File: config.mk
export PLATFORM = sky130hd
export DESIGN_NAME = imem_loader
export DESIGN_NICKNAME = d
export VERILOG_FILES = /design/src/rtl/imem_pkg.sv /design/src/rtl/imem_loader.sv
export SDC_FILE = /design/constraint.sdc
export NUM_CORES = 1
export LEC_CHECK = 0
export ABC_AREA = 1
export BUFFER_PORTS_ARGS = -buffer_cell sky130_fd_sc_hd__buf_2
export CAP_MARGIN = 20
export CORE_ASPECT_RATIO = 1.4
export CORE_MARGIN = 2
export CORE_UTILIZATION = 40
export DETAILED_ROUTE_END_ITERATION = 8
export GPL_TIMING_DRIVEN = 0
export PLACE_DENSITY = 0.66
export SETUP_SLACK_MARGIN = 0.1
export SKIP_CTS_REPAIR_TIMING = 1
export SLEW_MARGIN = 40
export SYNTH_ARGS = -nofsm -noshare
export SYNTH_HDL_FRONTEND = slang
export SYNTH_SLANG_ARGS = --single-unit
export TNS_END_PERCENT = 5
File: constraint.sdc
create_clock -name clk -period 4.1 [get_ports clk]
set_input_delay 0.41 -clock clk [delete_from_list [all_inputs] [get_ports clk]]
set_output_delay 0.41 -clock clk [all_outputs]
set_load 0.03 [all_outputs]
File: src/rtl/imem_pkg.sv
// ---------------------------------------------------------------------------
// imem_pkg
//   Shared constants and types for the instruction-memory loader.
//   IMEM_AW     : IMEM address width (64-word array)
//   IMEM_DEPTH  : number of IMEM words
//   INSTR_NOP   : encoding written into every location the image does not cover
//   loader_state_t : loader FSM states
// ---------------------------------------------------------------------------
package imem_pkg;

    localparam int          IMEM_AW    = 6;
    localparam int          IMEM_DEPTH = 2 ** IMEM_AW;
    localparam logic [31:0] INSTR_NOP  = 32'h0000_0000;

    typedef enum logic [2:0] {
        IDLE,
        LOAD,
        CHECK,
        FILL,
        DONE
    } loader_state_t;

endpackage

File: src/rtl/imem_loader.sv
// ---------------------------------------------------------------------------
// imem_loader
//   Streams a program image from the boot/debug host link into the writable
//   IMEM array, then pads every remaining location with NOP. The CPU pipeline
//   is held for the whole load so fetch never observes a partial program.
//
//   Optional feature macro: IMEM_LOADER_CHECKSUM_EN
//     When defined, one extra word follows the image; it is compared against
//     the XOR of all image words and a mismatch raises the sticky err flag.
//     When undefined, there is no CHECK phase and err is tied low.
//
// Ports
//   clk        in   clock, all state on the rising edge
//   reset      in   asynchronous active-high reset
//   start      in   one-cycle load request, honoured only while idle
//   len        in   image word count, sampled with start (clamped to depth)
//   in_valid   in   host word valid
//   in_data    in   host instruction word
//   in_ready   out  loader accepts in_data this cycle
//   mem_we     out  registered IMEM write enable
//   mem_addr   out  registered IMEM write address
//   mem_wdata  out  registered IMEM write data
//   cpu_hold   out  pipeline hold while loading
//   done       out  one-cycle completion pulse
//   err        out  sticky checksum mismatch flag
// ---------------------------------------------------------------------------
module imem_loader
    import imem_pkg::*;
#(
    parameter int N      = 32,
    parameter int ADDR_W = IMEM_AW
) (
    input  logic              clk,
    input  logic              reset,
    input  logic              start,
    input  logic [ADDR_W:0]   len,
    input  logic              in_valid,
    input  logic [N-1:0]      in_data,
    output logic              in_ready,
    output logic              mem_we,
    output logic [ADDR_W-1:0] mem_addr,
    output logic [N-1:0]      mem_wdata,
    output logic              cpu_hold,
    output logic              done,
    output logic              err
);

    localparam logic [ADDR_W:0] DEPTH_CNT = (ADDR_W + 1)'(2 ** ADDR_W);
    localparam logic [N-1:0]    NOP_WORD  = N'(INSTR_NOP);

    loader_state_t     state_q, state_d;
    logic [ADDR_W:0]   cnt_q, cnt_d;
    logic [ADDR_W-1:0] addr_q, addr_d;
    logic              mem_we_q, mem_we_d;
    logic [ADDR_W-1:0] mem_addr_q, mem_addr_d;
    logic [N-1:0]      mem_wdata_q, mem_wdata_d;
    logic              cpu_hold_q, cpu_hold_d;
    logic              done_q, done_d;

`ifdef IMEM_LOADER_CHECKSUM_EN
    logic [N-1:0]      acc_q, acc_d;
    logic              err_q, err_d;
`endif

    logic              xfer;
    logic              start_ok;
    logic [ADDR_W:0]   len_clamped;
    logic              last_word;
    logic              fill_last;
    loader_state_t     after_data;

    // Handshake and decode helpers shared by the FSM and the datapath.
    // last_word compares the post-increment address with the latched count,
    // so a full 64-word image is recognised even though addr itself wraps.
    // after_data skips FILL entirely when the image already covers the array.
    always_comb begin
        xfer        = in_valid & in_ready;
        start_ok    = start & (state_q == IDLE);
        len_clamped = (len > DEPTH_CNT) ? DEPTH_CNT : len;
        last_word   = (({1'b0, addr_q} + (ADDR_W + 1)'(1)) == cnt_q);
        fill_last   = &addr_q;
        after_data  = (cnt_q == DEPTH_CNT) ? DONE : FILL;
    end

    // State register and all datapath/output flops.
    always_ff @(posedge clk or posedge reset) begin
        if (reset) begin
            state_q     <= IDLE;
            cnt_q       <= '0;
            addr_q      <= '0;
            mem_we_q    <= 1'b0;
            mem_addr_q  <= '0;
            mem_wdata_q <= '0;
            cpu_hold_q  <= 1'b0;
            done_q      <= 1'b0;
`ifdef IMEM_LOADER_CHECKSUM_EN
            acc_q       <= '0;
            err_q       <= 1'b0;
`endif
        end else begin
            state_q     <= state_d;
            cnt_q       <= cnt_d;
            addr_q      <= addr_d;
            mem_we_q    <= mem_we_d;
            mem_addr_q  <= mem_addr_d;
            mem_wdata_q <= mem_wdata_d;
            cpu_hold_q  <= cpu_hold_d;
            done_q      <= done_d;
`ifdef IMEM_LOADER_CHECKSUM_EN
            acc_q       <= acc_d;
            err_q       <= err_d;
`endif
        end
    end

    // Next-state logic. An empty image goes straight to FILL so the whole
    // array is overwritten with NOP.
    always_comb begin
        state_d = state_q;
        case (state_q)
            IDLE: begin
                if (start_ok) begin
                    state_d = (len_clamped == '0) ? FILL : LOAD;
                end
            end
            LOAD: begin
                if (xfer && last_word) begin
`ifdef IMEM_LOADER_CHECKSUM_EN
                    state_d = CHECK;
`else
                    state_d = after_data;
`endif
                end
            end
`ifdef IMEM_LOADER_CHECKSUM_EN
            CHECK: begin
                if (xfer) begin
                    state_d = after_data;
                end
            end
`endif
            FILL: begin
                if (fill_last) begin
                    state_d = DONE;
                end
            end
            DONE: begin
                state_d = IDLE;
            end
            default: begin
                state_d = IDLE;
            end
        endcase
    end

    // Address/count bookkeeping and the optional checksum accumulator.
    // addr advances once per accepted word and once per FILL write; after
    // 63 it wraps to 0, which only ever happens on the way out of the load.
    always_comb begin
        cnt_d  = cnt_q;
        addr_d = addr_q;
`ifdef IMEM_LOADER_CHECKSUM_EN
        acc_d  = acc_q;
        err_d  = err_q;
`endif
        case (state_q)
            IDLE: begin
                if (start_ok) begin
                    cnt_d  = len_clamped;
                    addr_d = '0;
`ifdef IMEM_LOADER_CHECKSUM_EN
                    acc_d  = '0;
                    err_d  = 1'b0;
`endif
                end
            end
            LOAD: begin
                if (xfer) begin
                    addr_d = addr_q + 1'b1;
`ifdef IMEM_LOADER_CHECKSUM_EN
                    acc_d  = acc_q ^ in_data;
`endif
                end
            end
`ifdef IMEM_LOADER_CHECKSUM_EN
            CHECK: begin
                if (xfer && (in_data != acc_q)) begin
                    err_d = 1'b1;
                end
            end
`endif
            FILL: begin
                addr_d = addr_q + 1'b1;
            end
            default: begin
                cnt_d = cnt_q;
            end
        endcase
    end

    // Output logic. Write outputs are registered one cycle behind the
    // accepting edge; address/data hold their last value between writes.
    // done is the registered image of the DONE state, and cpu_hold stays
    // asserted through that pulse so both fall on the same edge.
    always_comb begin
        in_ready    = (state_q == LOAD) || (state_q == CHECK);
        mem_we_d    = 1'b0;
        mem_addr_d  = mem_addr_q;
        mem_wdata_d = mem_wdata_q;
        case (state_q)
            LOAD: begin
                if (xfer) begin
                    mem_we_d    = 1'b1;
                    mem_addr_d  = addr_q;
                    mem_wdata_d = in_data;
                end
            end
            FILL: begin
                mem_we_d    = 1'b1;
                mem_addr_d  = addr_q;
                mem_wdata_d = NOP_WORD;
            end
            default: begin
                mem_we_d = 1'b0;
            end
        endcase
        done_d     = (state_q == DONE);
        cpu_hold_d = (state_d != IDLE) || (state_q == DONE);
    end

    assign mem_we    = mem_we_q;
    assign mem_addr  = mem_addr_q;
    assign mem_wdata = mem_wdata_q;
    assign cpu_hold  = cpu_hold_q;
    assign done      = done_q;

`ifdef IMEM_LOADER_CHECKSUM_EN
    assign err = err_q;
`else
    assign err = 1'b0;
`endif

endmodule

==> Yosys cells after proc, flatten, opt, wreduce, memory -nomap -nowiden <==
Cells that the tools add are included.
{ "totals": {"reg_bits": 57, "latch_bits": 0, "ram_bits": 0, "rom_bits": 0, "input_bits": 43, "out_inout_bits": 43, "elab_cells": 49, "mem_count": 0} }
{ "classes": {"n_addsub": 2, "mul": 0, "div": 0, "order_cmp": 1, "eq_ne": 8, "n_shift": 0, "n_mux": 16, "bitwise_logic": 2, "n_reduce_logical": 12} }
{ "op_table": {"columns": ["cell", "n"], "rows": [
  ["$pmux 32 s2", 1],
  ["$mux 32", 1],
  ["$mux 6", 3],
  ["$pmux 6 s3", 1],
  ["$mux 3", 4],
  ["$pmux 6 s2", 1],
  ["$pmux 3 s3", 1],
  ["$add 6x1->7 const B", 1],
  ["$eq 7x7->1", 1],
  ["$eq 7x7->1 const B", 1],
  ["$gt 7x7->1 const B", 1],
  ["$logic_not 7->1", 1],
  ["$mux 7", 1],
  ["$add 6x1->6 const B", 1],
  ["$eq 3x2->1 const B", 2],
  ["$reduce_and 6->1", 1],
  ["$reduce_bool 3->1", 2],
  ["$ne 2x2->1 const B", 2],
  ["$reduce_and 2->1", 2],
  ["$eq 3x1->1 const B", 1],
  ["$eq 3x3->1 const B", 1],
  ["$logic_not 3->1", 1],
  ["$reduce_and 3->1", 1],
  ["$and 1x1->1", 2],
  ["6 further kinds", 7]
]} }

==> Longest topological paths before layout <==
{ "depth": {"depth_word": 8, "ltp_mapped": 11, "depth_no_buf": 11} }

==> Worst setup path before layout <==
No wires, ideal clock.
{ "synth_timing": {"kind": "register to register", "from": "reg state_q[2]", "to": "reg state_q[1]", "setup_ns": 0.066, "arrival_ns": 1.538, "path_slack_ns": 2.496, "path_stages_with_launch": 10, "path_buffers": 0, "period_less_slack_ns": 1.604, "path_cell_list": "dfrtp_1 > inv_2 > nand2_1 > nor2_1 > nand3_1 > nor2_1 > nand2_1 > nor2_1 > nand4_1 > nand2_1"} }
{ "synth_between": {"elab_chain_cells": 6, "word_cells_on_any_way": 11, "cone_classes": "3 x eq/ne; 3 x mux; 2 x bitwise; 3 x reduce/logical"} }
{ "synth_lines": {"columns": ["item", "line_no", "rtl"], "rows": [
  ["start: declaration", "imem_loader.sv:51", "loader_state_t state_q, state_d;"],
  ["start signal: assignment", "imem_loader.sv:101", "state_q <= state_d;"],
  ["$eq 3x1->1 or $eq 3x2->1 (tied branches)", "imem_loader.sv:206", "in_ready = (state_q == LOAD) || (state_q == CHECK);"],
  ["$logic_or 1x1->1 (*)", "imem_loader.sv:206", null],
  ["net in_ready", "imem_loader.sv:39", "output logic in_ready,"],
  ["$and 1x1->1 (*)", "imem_loader.sv:77", "xfer = in_valid & in_ready;"],
  ["$logic_and 1x1->1 (*)", "imem_loader.sv:127", "if (xfer && last_word) begin"],
  ["$mux 3 (*)", "imem_loader.sv:127", null],
  ["$pmux 3 s3 (*)", "imem_loader.sv:120", "case (state_q)"],
  ["net state_d[1]", "imem_loader.sv:51", null]
]} }
Mark *: on every way through the listed nets, which the timed path passes. The rest lies on a longest branch.
A chain may end at the register's enable or synchronous reset.

==> Worst setup path after layout <==
{ "layout_timing": {"from": "reg state_q[1]", "to": "out in_ready"} }
{ "layout_between": {"elab_chain_cells": 2, "word_cells_on_any_way": 3, "cone_classes": "2 x eq/ne; 1 x reduce/logical"} }
{ "layout_lines": {"columns": ["item", "line_no"], "rows": [
  ["$eq 3x1->1 or $eq 3x2->1 (tied branches)", "imem_loader.sv:206"],
  ["$logic_or 1x1->1 (*)", "imem_loader.sv:206"],
  ["end: declaration", "imem_loader.sv:39"]
]} }
Every way passes the cells marked *; elsewhere a longest branch is shown, timed or not.

==> flow_summary_export.csv <==
group,metric,value,unit
run_status,status,"complete, no violations",
placed_design,hpwl,4.33,mm
sta,drv_slew,0,
power,max-vdd-ir-drop,308,µV
yosys,synth_top_family_by_area,"simple AND/OR/NAND/NOR gates",
sta,timing.fmax,567,MHz
yosys,post_synth_xor_area_fraction,0,%
sta,rsz0062_at_grt,"no",
routing,drc,0,
yosys,avgSynthCellArea,10.0,µm²
cells_and_area,ff_latch_area,0.00143,mm²
setup_path,critPathKind,"flip-flop to primary output",
cells_and_area,layout_common_cells,"buf_2, dfrtp_1, nand2_1",
floorplanning,die_h,98.1,µm
routing,drt_iter0_markers,106,
cells_and_area,synthToLayoutAreaGrowth,30.5,%
floorplanning,num_rows,34,
routing,ant_nets,0,
sta,min_period,1.76,ns
clock_tree,numClockSinks,57,
global_route,grt_max_degree,36,
yosys,synth.net_count,297,
floorplanning,core,0.00617,mm²
yosys,synth.distinct_cells,28,
yosys,yosys_most_used_dff,"dfrtp_1",
floorplanning,dieArea,0.00699,mm²
yosys,synth-seq-cells,57,
global_route,grt_use_total,17.7,%
clock_tree,cts-root-buf,"clkbuf_8",
power,p_per_area,921,mW/mm²
yosys,synth_area,0.00253,mm²
placed_design,place_congestion,0.827,
cells_and_area,nNetsFinal,392,
routing,routed_wl,5.68,mm
sta,finalCritPeriodShare,43.0,%
setup_path,worst_setup_path_start_kind,"flip-flop",
floorplanning,fp.dieW,71.2,µm
setup_path,cp-startpoint,"state_q[1]",
clock_tree,clock_latency,0.34,ns
sta,finClkSkew,0.00615,ns
setup_path,r2r-start,"addr_q[0]",
cells_and_area,drive_above_1_share,33.4,%
power,finalPower,3.04,mW
power,leakage,1.65,nW
floorplanning,io-pin-count,86,
cells_and_area,multiInputGateArea,903,µm²
routing,via_count,2172,
clock_tree,numCtsBuffers,9,
yosys,syn_inst,253,
yosys,synth_edf_count,0,
clock_tree,clkTransAtPathRegs,0.06,ns
placed_design,portBuffers,83,
floorplanning,initial_utilization,41.0,%
clock_tree,clock_path_buffers,2,
routing,dr.pass1.iters,4,
sta,fin_tns_setup,0,ns
global_route,grt_pass1_wl,9.58,mm
clock_tree,cts_tree,"done",
global_route,grt_pass1_vias,2163,
sta,hold_violations,0,
clock_tree,htreeDepth,3,
global_route,grt_overflow,0,
sta,worst_hold_slack,0.0144,ns
global_route,antenna_found_initial,0,
yosys,yosys-mux-area-fraction,0,%
yosys,ys_warn_count,0,
cells_and_area,antenna_cells,0,
setup_path,crit_path_end_kind,"primary output",
yosys,synth_compound_area_share,17.3,%
yosys,yosys.area_share.simple,17.8,%
hold_path,min_path_type,"input pin to async pin",
cells_and_area,final_core_util,53.5,%
setup_path,worst_ep_arrival_time,1.35,ns
yosys,yosys.area_share.adder,0.495,%
flow_run,drv_cap,0,
yosys,synthArstFlopShare,100,%
routing,wl_per_cell,13.4,µm
cells_and_area,n_fill_cell,600,
setup_path,cp.required,3.69,ns
cells_and_area,final_common_cell,"buf_2",
sta,setup_viol,0,
yosys,ys_seq_area_share,56.4,%
setup_path,path_max_fanout,4,
routing,avgViaCountPerCell,5.11,
cell families (layout without fill, tap and decap cells):
family,after synthesis,count (layout)
buffers and inverters,44,144
AOI/OAI and AO/OA,53,53
other,1,1
DFF,57,57
and+or+nand+nor,97,97
adders and majority gates,1,1
worst max-delay path: stages, from the launching register on:
cell,delay [ns]
dfrtp_1,0.41
nand2_2,0.11
nand2_1,0.06
nor2_1,0.18
buf_2,0.24
through the flow:
step / cells / setup slack (ns) / area (µm²)
after global placement: 408 / 1.61 / 3040
final: 425 / 2.34 / 3300
after detailed placement: 409 / 2.40 / 3060
after CTS: 425 / 2.28 / 3300
after floorplan: 253 / 2.29 / 2530
after global routing: 425 / 2.15 / 3300
cell type report:
type                            instances  share of cell area, %
Buffer                                 14                   2.65
Clock buffer                           11                   4.28
Clock inverter                          5                   3.11
Inverter                               30                   3.49
Multi-Input combinational cell        152                   27.4
Sequential cell                        57                   43.2
Tap cell                               72                   2.73
Timing Repair Buffer                   84                   13.2
worst paths after layout:
kind	endpoint	slack, ns	cells past startpoint
setup / recovery	in_ready	2.34	4
max in group asynchronous	mem_wdata[18]	3.61	3
setup reg to reg	state_q[1]	2.41	9
min in group clk	mem_wdata[20]	0.31	2
hold / removal	mem_wdata[14]	0.01	2
hold reg to reg	mem_wdata[15]	0.48	1
per-layer routing:
layer	GRT usage [%]	routed length [µm]
met3	5.47	417
met4	9.43	161
met1	19.8	2330
met2	29.5	2780
met5	0	0
flip-flops by register name, summed over array words and instances (netlist names):
register / flops
addr_q: 6
cnt_q: 7
cpu_hold: 1
done: 1
mem_addr: 6
mem_wdata: 32
mem_we: 1
state_q: 3
synth_stat cells, types with 2 or more instances:
master / count / share of area (%)
clkbuf_1: 7 / 1.0
o22ai_1: 5 / 1.2
dfrtp_1: 57 / 56
nand4_1: 6 / 1.5
nand2_2: 2 / 0.49
o21ai_1: 5 / 0.99
nor2_1: 23 / 3.4
inv_1: 25 / 3.7
inv_2: 5 / 0.74
o21ai_0: 8 / 1.6
buf_6: 4 / 1.8
a32o_1: 32 / 13
nand2_1: 42 / 6.2
nand3_1: 18 / 3.6
where the power goes:
group,switching [mW],leakage (nW),internal [mW]
registers,0.139,0.714,0.808
logic,0.962,0.820,0.485
clock network,0.227,0.120,0.419
(Power assumes the default switching activity.)
